File: src/rtl/gpo_pad_ctrl.sv
// gpo_pad_ctrl: config sequencer for one EG1D80V GPO pad cell.
// Applies register-file config requests to the pad glitch-free:
// tristate (OE low), optionally wait for VBIAS, apply DS/SR/OD, settle, restore OE.
// Ports:
//   CLK_I, RST_I           clock, async active-high reset
//   cfg_req_i / cfg_ack_o  request (held until ack) / one-cycle completion pulse
//   cfg_ds_i/sr_i/od_i/oe_i requested drive strength, slew, open-drain mode, OE
//   do_i / pad_do_o        core data, registered through to the pad
//   bias_ok_i              async VBIAS-good, 2-flop synchronised here
//   pad_ds/sr/co/oe/odp/odn_o  pad pin drives
//   busy_o                 sequencer not idle
//   bias_err_o             sticky bias failure, cleared by next accepted request
module gpo_pad_ctrl #(
  parameter int BREAK_CYC  = 4,
  parameter int SETTLE_CYC = 8,
  parameter int BIAS_CYC   = 64,
  parameter int BIAS_TMO   = 1024
) (
  input  logic       CLK_I,
  input  logic       RST_I,
  input  logic       cfg_req_i,
  input  logic [1:0] cfg_ds_i,
  input  logic       cfg_sr_i,
  input  logic [1:0] cfg_od_i,
  input  logic       cfg_oe_i,
  output logic       cfg_ack_o,
  input  logic       do_i,
  input  logic       bias_ok_i,
  output logic       pad_do_o,
  output logic [1:0] pad_ds_o,
  output logic       pad_sr_o,
  output logic       pad_co_o,
  output logic       pad_oe_o,
  output logic       pad_odp_o,
  output logic       pad_odn_o,
  output logic       busy_o,
  output logic       bias_err_o
);

  localparam int CMAX = (BREAK_CYC > SETTLE_CYC) ? BREAK_CYC : SETTLE_CYC;
  localparam int CW   = $clog2(CMAX + 1);
  localparam int OW   = $clog2(BIAS_CYC + 1);
  localparam int TW   = $clog2(BIAS_TMO + 1);

  typedef enum logic [2:0] {
    S_IDLE, S_BREAK, S_BIAS, S_APPLY, S_SETTLE, S_DONE
  } state_t;

  typedef struct packed {
    logic [1:0] ds;
    logic       sr;
    logic [1:0] od;
    logic       oe;
  } pad_cfg_t;

  state_t    state;
  pad_cfg_t  sh;
  logic [CW-1:0] cnt;
  logic [OW-1:0] ok_cnt;
  logic [TW-1:0] tmo_cnt;
  logic      bias_s1, bias_s2;

  assign pad_co_o = 1'b0;
  assign busy_o   = (state != S_IDLE);

  always_ff @(posedge CLK_I or posedge RST_I) begin
    if (RST_I) begin
      state      <= S_IDLE;
      sh         <= '0;
      cnt        <= '0;
      ok_cnt     <= '0;
      tmo_cnt    <= '0;
      bias_s1    <= 1'b0;
      bias_s2    <= 1'b0;
      cfg_ack_o  <= 1'b0;
      pad_do_o   <= 1'b0;
      pad_ds_o   <= 2'b00;
      pad_sr_o   <= 1'b1;
      pad_oe_o   <= 1'b0;
      pad_odp_o  <= 1'b0;
      pad_odn_o  <= 1'b0;
      bias_err_o <= 1'b0;
    end else begin
      bias_s1   <= bias_ok_i;
      bias_s2   <= bias_s1;
      pad_do_o  <= do_i;
      cfg_ack_o <= 1'b0;
      case (state)
        S_IDLE: begin
          if (cfg_req_i) begin
            sh         <= '{ds: cfg_ds_i, sr: cfg_sr_i, od: cfg_od_i, oe: cfg_oe_i};
            bias_err_o <= 1'b0;
            pad_oe_o   <= 1'b0;
            cnt        <= '0;
            state      <= S_BREAK;
            // never keep DS up without bias, even while starting a new request
            if (!bias_s2) pad_ds_o <= 2'b00;
          end else if (!bias_s2 && pad_ds_o != 2'b00) begin
            // bias lost under an active drive: tristate and drop DS; stays so until next request
            pad_oe_o   <= 1'b0;
            pad_ds_o   <= 2'b00;
            bias_err_o <= 1'b1;
          end
        end
        S_BREAK: begin
          if (cnt == CW'(BREAK_CYC - 1)) begin
            cnt     <= '0;
            ok_cnt  <= '0;
            tmo_cnt <= '0;
            state   <= (sh.ds != 2'b00) ? S_BIAS : S_APPLY;
          end else if (cnt != CW'(CMAX)) begin
            cnt <= cnt + 1'b1;
          end
        end
        S_BIAS: begin
          if (tmo_cnt != TW'(BIAS_TMO)) tmo_cnt <= tmo_cnt + 1'b1;
          if (!bias_s2)                      ok_cnt <= '0;
          else if (ok_cnt != OW'(BIAS_CYC)) ok_cnt <= ok_cnt + 1'b1;
          // ok_cnt holds the run of 1s before this cycle, so this cycle completes the run
          if (bias_s2 && ok_cnt == OW'(BIAS_CYC - 1)) begin
            state <= S_APPLY;
          end else if (tmo_cnt == TW'(BIAS_TMO - 1)) begin
            sh.ds      <= 2'b00;
            bias_err_o <= 1'b1;
            state      <= S_APPLY;
          end
        end
        S_APPLY: begin
          pad_ds_o  <= sh.ds;
          pad_sr_o  <= sh.sr;
          pad_odp_o <= (sh.od == 2'b10);
          pad_odn_o <= (sh.od == 2'b01);
          cnt       <= '0;
          state     <= S_SETTLE;
        end
        S_SETTLE: begin
          if (cnt == CW'(SETTLE_CYC - 1)) begin
            pad_oe_o <= sh.oe;
            state    <= S_DONE;
          end else if (cnt != CW'(CMAX)) begin
            cnt <= cnt + 1'b1;
          end
        end
        S_DONE: begin
          cfg_ack_o <= 1'b1;
          state     <= S_IDLE;
        end
        default: state <= S_IDLE;
      endcase
    end
  end

endmodule

File: config.mk
export PLATFORM = sky130hd
export DESIGN_NAME = gpo_pad_ctrl
export DESIGN_NICKNAME = d
export VERILOG_FILES = /design/src/rtl/gpo_pad_ctrl.sv
export SDC_FILE = /design/constraint.sdc
export NUM_CORES = 1
export LEC_CHECK = 0
export CORE_UTILIZATION = 50
export CTS_CLUSTER_DIAMETER = 100
export DETAILED_ROUTE_END_ITERATION = 6
export PLACE_DENSITY = 0.71
export SYNTH_ARGS = -nofsm -noshare
export SYNTH_HDL_FRONTEND = slang
export SYNTH_SLANG_ARGS = --single-unit
File: constraint.sdc
create_clock -name CLK_I -period 2.9 [get_ports CLK_I]
set_clock_uncertainty 0.2 [all_clocks]
set_input_delay 0.58 -clock CLK_I [delete_from_list [all_inputs] [get_ports CLK_I]]
set_output_delay 0.58 -clock CLK_I [all_outputs]
set_load 0.01 [all_outputs]
# After elaboration in Yosys (flattened, before gate mapping)
# Index checks and enable logic that the tools add are counted.
dict set report word_totals {
  reg_bits 42
  in_bits 11
}
dict set report op_classes {
  addsub 3
  n_eq_ne 25
  muxes 37
  reduce_logical 21
}
# operator count
set ops {}
lappend ops {{$mux 11} 2}
lappend ops {{$pmux 11 s2} 1}
lappend ops {{$mux 7} 3}
lappend ops {{$mux 4} 4}
lappend ops {{$pmux 4 s4} 1}
lappend ops {{$mux 3} 5}
lappend ops {{$pmux 3 s5} 1}
lappend ops {{$reduce_and 3->1} 5}
lappend ops {{$ne 2x2->1 const B} 7}
lappend ops {{$pmux 7 s2} 1}
lappend ops {{$ne 3x3->1 const B} 4}
lappend ops {{$reduce_and 4->1} 3}
lappend ops {{$reduce_bool 2->1} 6}
lappend ops {{$add 11x1->11 const B} 1}
lappend ops {{$eq 11x10->1 const B} 1}
lappend ops {{$ne 11x11->1 const B} 1}
lappend ops {{$mux 2} 5}
lappend ops {{$mux 1} 9}
lappend ops {{$pmux 2 s2} 2}
lappend ops {{$add 7x1->7 const B} 1}
lappend ops {{$eq 7x6->1 const B} 1}
lappend ops {{$ne 7x7->1 const B} 1}
lappend ops {{$eq 3x2->1 const B} 2}
lappend ops {{$eq 3x3->1 const B} 2}
lappend ops {{other kinds (15)} 17}

# Longest topological paths before layout
dict set report depth {
  word_depth 5
  mapped_depth 7
}

# Worst setup path before layout
# No wires, ideal clock.
dict set report synth_timing {
  path_kind {register to register}
  start {register cnt[0]}
  end {register ok_cnt[0]}
  setup_time_ns 0.125
  t_arrival_ns 1.710
  required_ns 2.575
  slack_ns 0.865
  stages_incl_launch_ff 7
  n_path_buf 1
  path_cell_list {dfrtp_1 ha_1 nor3b_2 a21oi_2 buf_6 a21oi_1 mux2_2}
}
dict set report synth_between {
  elab_chain_cells 3
}
# item line_no
set synth_rtl {}
lappend synth_rtl {{start, declared} 58} ;# logic [CW-1:0] cnt;
lappend synth_rtl {{start signal, assigned} 112} ;# cnt <= cnt + 1'b1;
lappend synth_rtl {{start signal, assigned} 141} ;# cnt <= cnt + 1'b1;
lappend synth_rtl {{$eq 4x2->1} 106} ;# if (cnt == CW'(BREAK_CYC - 1)) begin
lappend synth_rtl {{$ne 2x2->1 (no source line)} n/a}
lappend synth_rtl {{$reduce_and 3->1 (no source line)} n/a}
lappend synth_rtl {{end signal, assigned} 118} ;# else if (ok_cnt != OW'(BIAS_CYC)) ok_cnt <= ok_cnt + 1'b1;
lappend synth_rtl {{end, declared} 59} ;# logic [OW-1:0] ok_cnt;
# No other way between the ends.
# A chain may end at the register's enable or synchronous reset.

# Final worst setup path
dict set report layout_timing {
  start {register state[2]}
  end {output busy_o}
}
dict set report layout_between {
  elab_chain_cells 1
}
# item line_no
set layout_rtl {}
lappend layout_rtl {{start, declared} 56} ;# state_t state;
lappend layout_rtl {{start signal, assigned} 110} ;# state <= (sh.ds != 2'b00) ? S_BIAS : S_APPLY;
lappend layout_rtl {{$reduce_bool 3->1} 64} ;# assign busy_o = (state != S_IDLE);
lappend layout_rtl {{end, declared} 36} ;# output logic busy_o,
# No other way between the ends.

==> metrics.md <==
| Metric | Value |
|---|---|
| CP peak stage delay | 0.60 ns |
| Die outline width | 69.7 um |
| CTS tree | built |
| GRT Total Usage | 19.9% |
| DRC | 0 |
| Most frequent cells in the layout | dfrtp_1, nand2_1, clkdlybuf4s50_1, inv_1, o21ai_0 |
| Fillcell total | 377 |
| Peak Freq | 384 MHz |
| Main synth FF type | dfrtp_1 |
| Hold Crit Class | register to register |
| Max-slew violation count | 0 |
| Syn_nets | 264 |
| WL/cell | 13.9 um |
| Met1 Usage GRT | 28.0% |
| Critical Path AT | 1.82 ns |
| Die Span Y | 69.7 um |
| Clk pin slew, worst setup/hold paths | 0.07 ns |
| Layout cells sized above 1 | 9.70% |
| Final Hold Viols | 0 |
| Worst Setup SP | state[2] |
| Drt via density | 5.72 |
| Crit end category | output port |
| Clock tree buffer depth | 2 |
| First-pass GRT wire length | 7.68 mm |
| Met2 Usage GRT | 30.3% |
| Post-Synthesis Cell Area | 0.00229 mm^2 |
| Gr ovfl total | 0 |
| Post-CTS sizing | 0 |
| Cts bufs inserted | 5 |
| Crit path max-delay cell type | dfrtp_1 |
| Critical path startpoint category | register |
| Area of the multi-input gates | 0.00112 mm^2 |
| R2r startpoint | state[2] |
| Synth Register Bits | 42 |
| Vias in the first global route | 1698 |
| Area growth, synth to finish | 15.3% |
| Final Non-Filler Cells | 320 |
| TritonRoute pass-1 iters | 4 |
| Yosys cell types | 50 |
| # port buffers | 20 |
| Nets | 284 |
| Core area | 0.00438 mm^2 |
| Leak | 1.10 nW |
| Status | completed |
| Setup Crit Path Kind | register to output port |
| Clock Root Buffer | clkbuf_8 |
| Max transition margin | 59.7% |
| Cell Chain, Critical Path | nor3_1 > inv_1 > clkdlybuf4s50_1 |
| CTS sink count | 42 |
| Effective utilization at floorplan | 52.3% |
| Reg2Reg Depth | 5 |
| Post-CTS Setup Inserts | 0 |
| # diodes | 0 |
| Largest net degree at the start of global routing | 43 |
| Fin crit share | 89.8% |
| Number of synthesized flops with an enable pin | 0 |
| CP required | 2.12 ns |
| Initial DRC Count | 94 |
| Initial antenna violation count | 0 |
| Hpwl dp | 3.11 mm |
| Skew-Pair Late Insertion Delay | 0.30 ns |
| Drt total wl | 4.44 mm |
| Async S/R FF share, synth | 100% |
| Die Area | 0.00486 mm^2 |
| Unrepaired setup endpoints after global routing | no |
| Tmin final | 2.60 ns |
| Via Count | 1831 |
| Storage cell area | 0.00105 mm^2 |
| Util after Layout | 60.3% |
| Slew @ Worst Pin | 0.604 ns |
| Reg2Reg Setup Slack | 0.57 ns |
| Post-CTS Hold Fix Bufs | 0 |
| Rows | 24 |
| Max-Cap Viols | 0 |
| Routability congestion estimate | 0.809 |
| Placed cell count | 312 |
| Crit path max fanout | 20 |
| H-tree Lvls | 2 |
| Syn_area_per_cell | 9.28 um^2 |
| GR peak layer | met2 |
| Routed Antenna Nets | 0 |
| Setup crit end | busy_o |
| Final Setup Violations | 0 |
| Setup TNS | 0 ns |
| Peak supply drop | 514 uV |
| Met3 Resource Use GR | 3.49% |
| PwrDens | 825 mW/mm^2 |
| Reg-to-Reg End | tmo_cnt[9] |
| Seq/Total Area, Yosys | 45.9% |
| IO Count | 22 |
| Synth warn | 0 |
| Commonest non-fill, non-tap cell in the layout | dfrtp_1 |
| Synth Instances | 247 |
synth_stat cells, types with 4 or more instances:
cell type | instances | area, um^2
dfrtp_1 | 41 | 1030
nand2_1 | 34 | 128
inv_1 | 15 | 56.3
o21ai_0 | 15 | 75.1
a21oi_1 | 13 | 65.1
nor2_1 | 13 | 48.8
nand3_1 | 12 | 60.1
ha_1 | 6 | 75.1
mux2_2 | 6 | 67.6
o31ai_1 | 6 | 45.0
or4_1 | 6 | 45.0
clkbuf_1 | 5 | 18.8
or3_1 | 5 | 31.3
and3_1 | 4 | 25.0
nor3_1 | 4 | 20.0
nor4_1 | 4 | 25.0
layout make-up:
class,instances,area share [%]
inverters,15,2.13
repair buffers,24,8.71
clock inverters,1,1.14
well taps,52,2.46
clock buffers,7,3.27
multi-input cells,179,42.5
flip-flops and latches,42,39.8
how the worst min path moves through the flow:
stage / start / to / cells after the start
after floorplan: bias_s1 / bias_s2 / 0
after global placement: bias_s1 / bias_s2 / 0
after detailed placement: bias_s1 / bias_s2 / 0
after CTS: bias_s1 / bias_s2 / 0
after global routing: bias_s1 / bias_s2 / 0
final: bias_s1 / bias_s2 / 0
through the flow:
stage	power, mW	area [um^2]	setup slack (ns)	hold WS [ns]
after floorplan	1.49	2290	0.865	0.131
after global placement	1.70	2530	0.572	0.135
after detailed placement	1.71	2530	0.592	0.137
after CTS	2.20	2640	0.259	0.155
after global routing	2.34	2640	0.0782	0.168
final	2.18	2640	0.296	0.152
per-layer routing:
metal / vias up / routed length, um
met3: 7 / 177
li1: 918 / -
met4: 0 / 78
met2: 36 / 1960
met1: 870 / 2230
met5: - / 0
registers in the layout, summed over array words and instances (netlist names):
signal      count
tmo_cnt        11
ok_cnt          7
sh              6
cnt             4
state           3
pad_ds_o        2
bias_err_o      1
bias_s1         1
bias_s2         1
cfg_ack_o       1
pad_do_o        1
pad_odn_o       1
pad_odp_o       1
pad_oe_o        1
pad_sr_o        1
worst max-delay path: cells and delay by family, from the launching register on:
| family | cells | cell delay [ns] |
|---|---|---|
| simple gates | 1 | 0.38 |
| buf+inv | 2 | 0.55 |
| flops | 1 | 0.60 |
power by group:
part | internal, mW | switching, mW | total [mW] | leakage [nW]
combinational | 0.401 | 0.386 | 0.787 | 0.498
clock | 0.281 | 0.198 | 0.479 | 0.0585
sequential | 0.727 | 0.187 | 0.914 | 0.548
cell families after synthesis:
kind of cell               after synthesis  synth area share, %
AOI/OAI and AO/OA                       53                 14.8
xor gates and xnor gates                 5                 1.91
adders and majority gates                6                 3.28
buffers and inverters                   26                 5.08
DFF                                     42                 45.9
muxes                                    8                 3.82
other                                    1                0.164
and+or+nand+nor                        106                 25.1
Power figures use the tool's default switching activity.
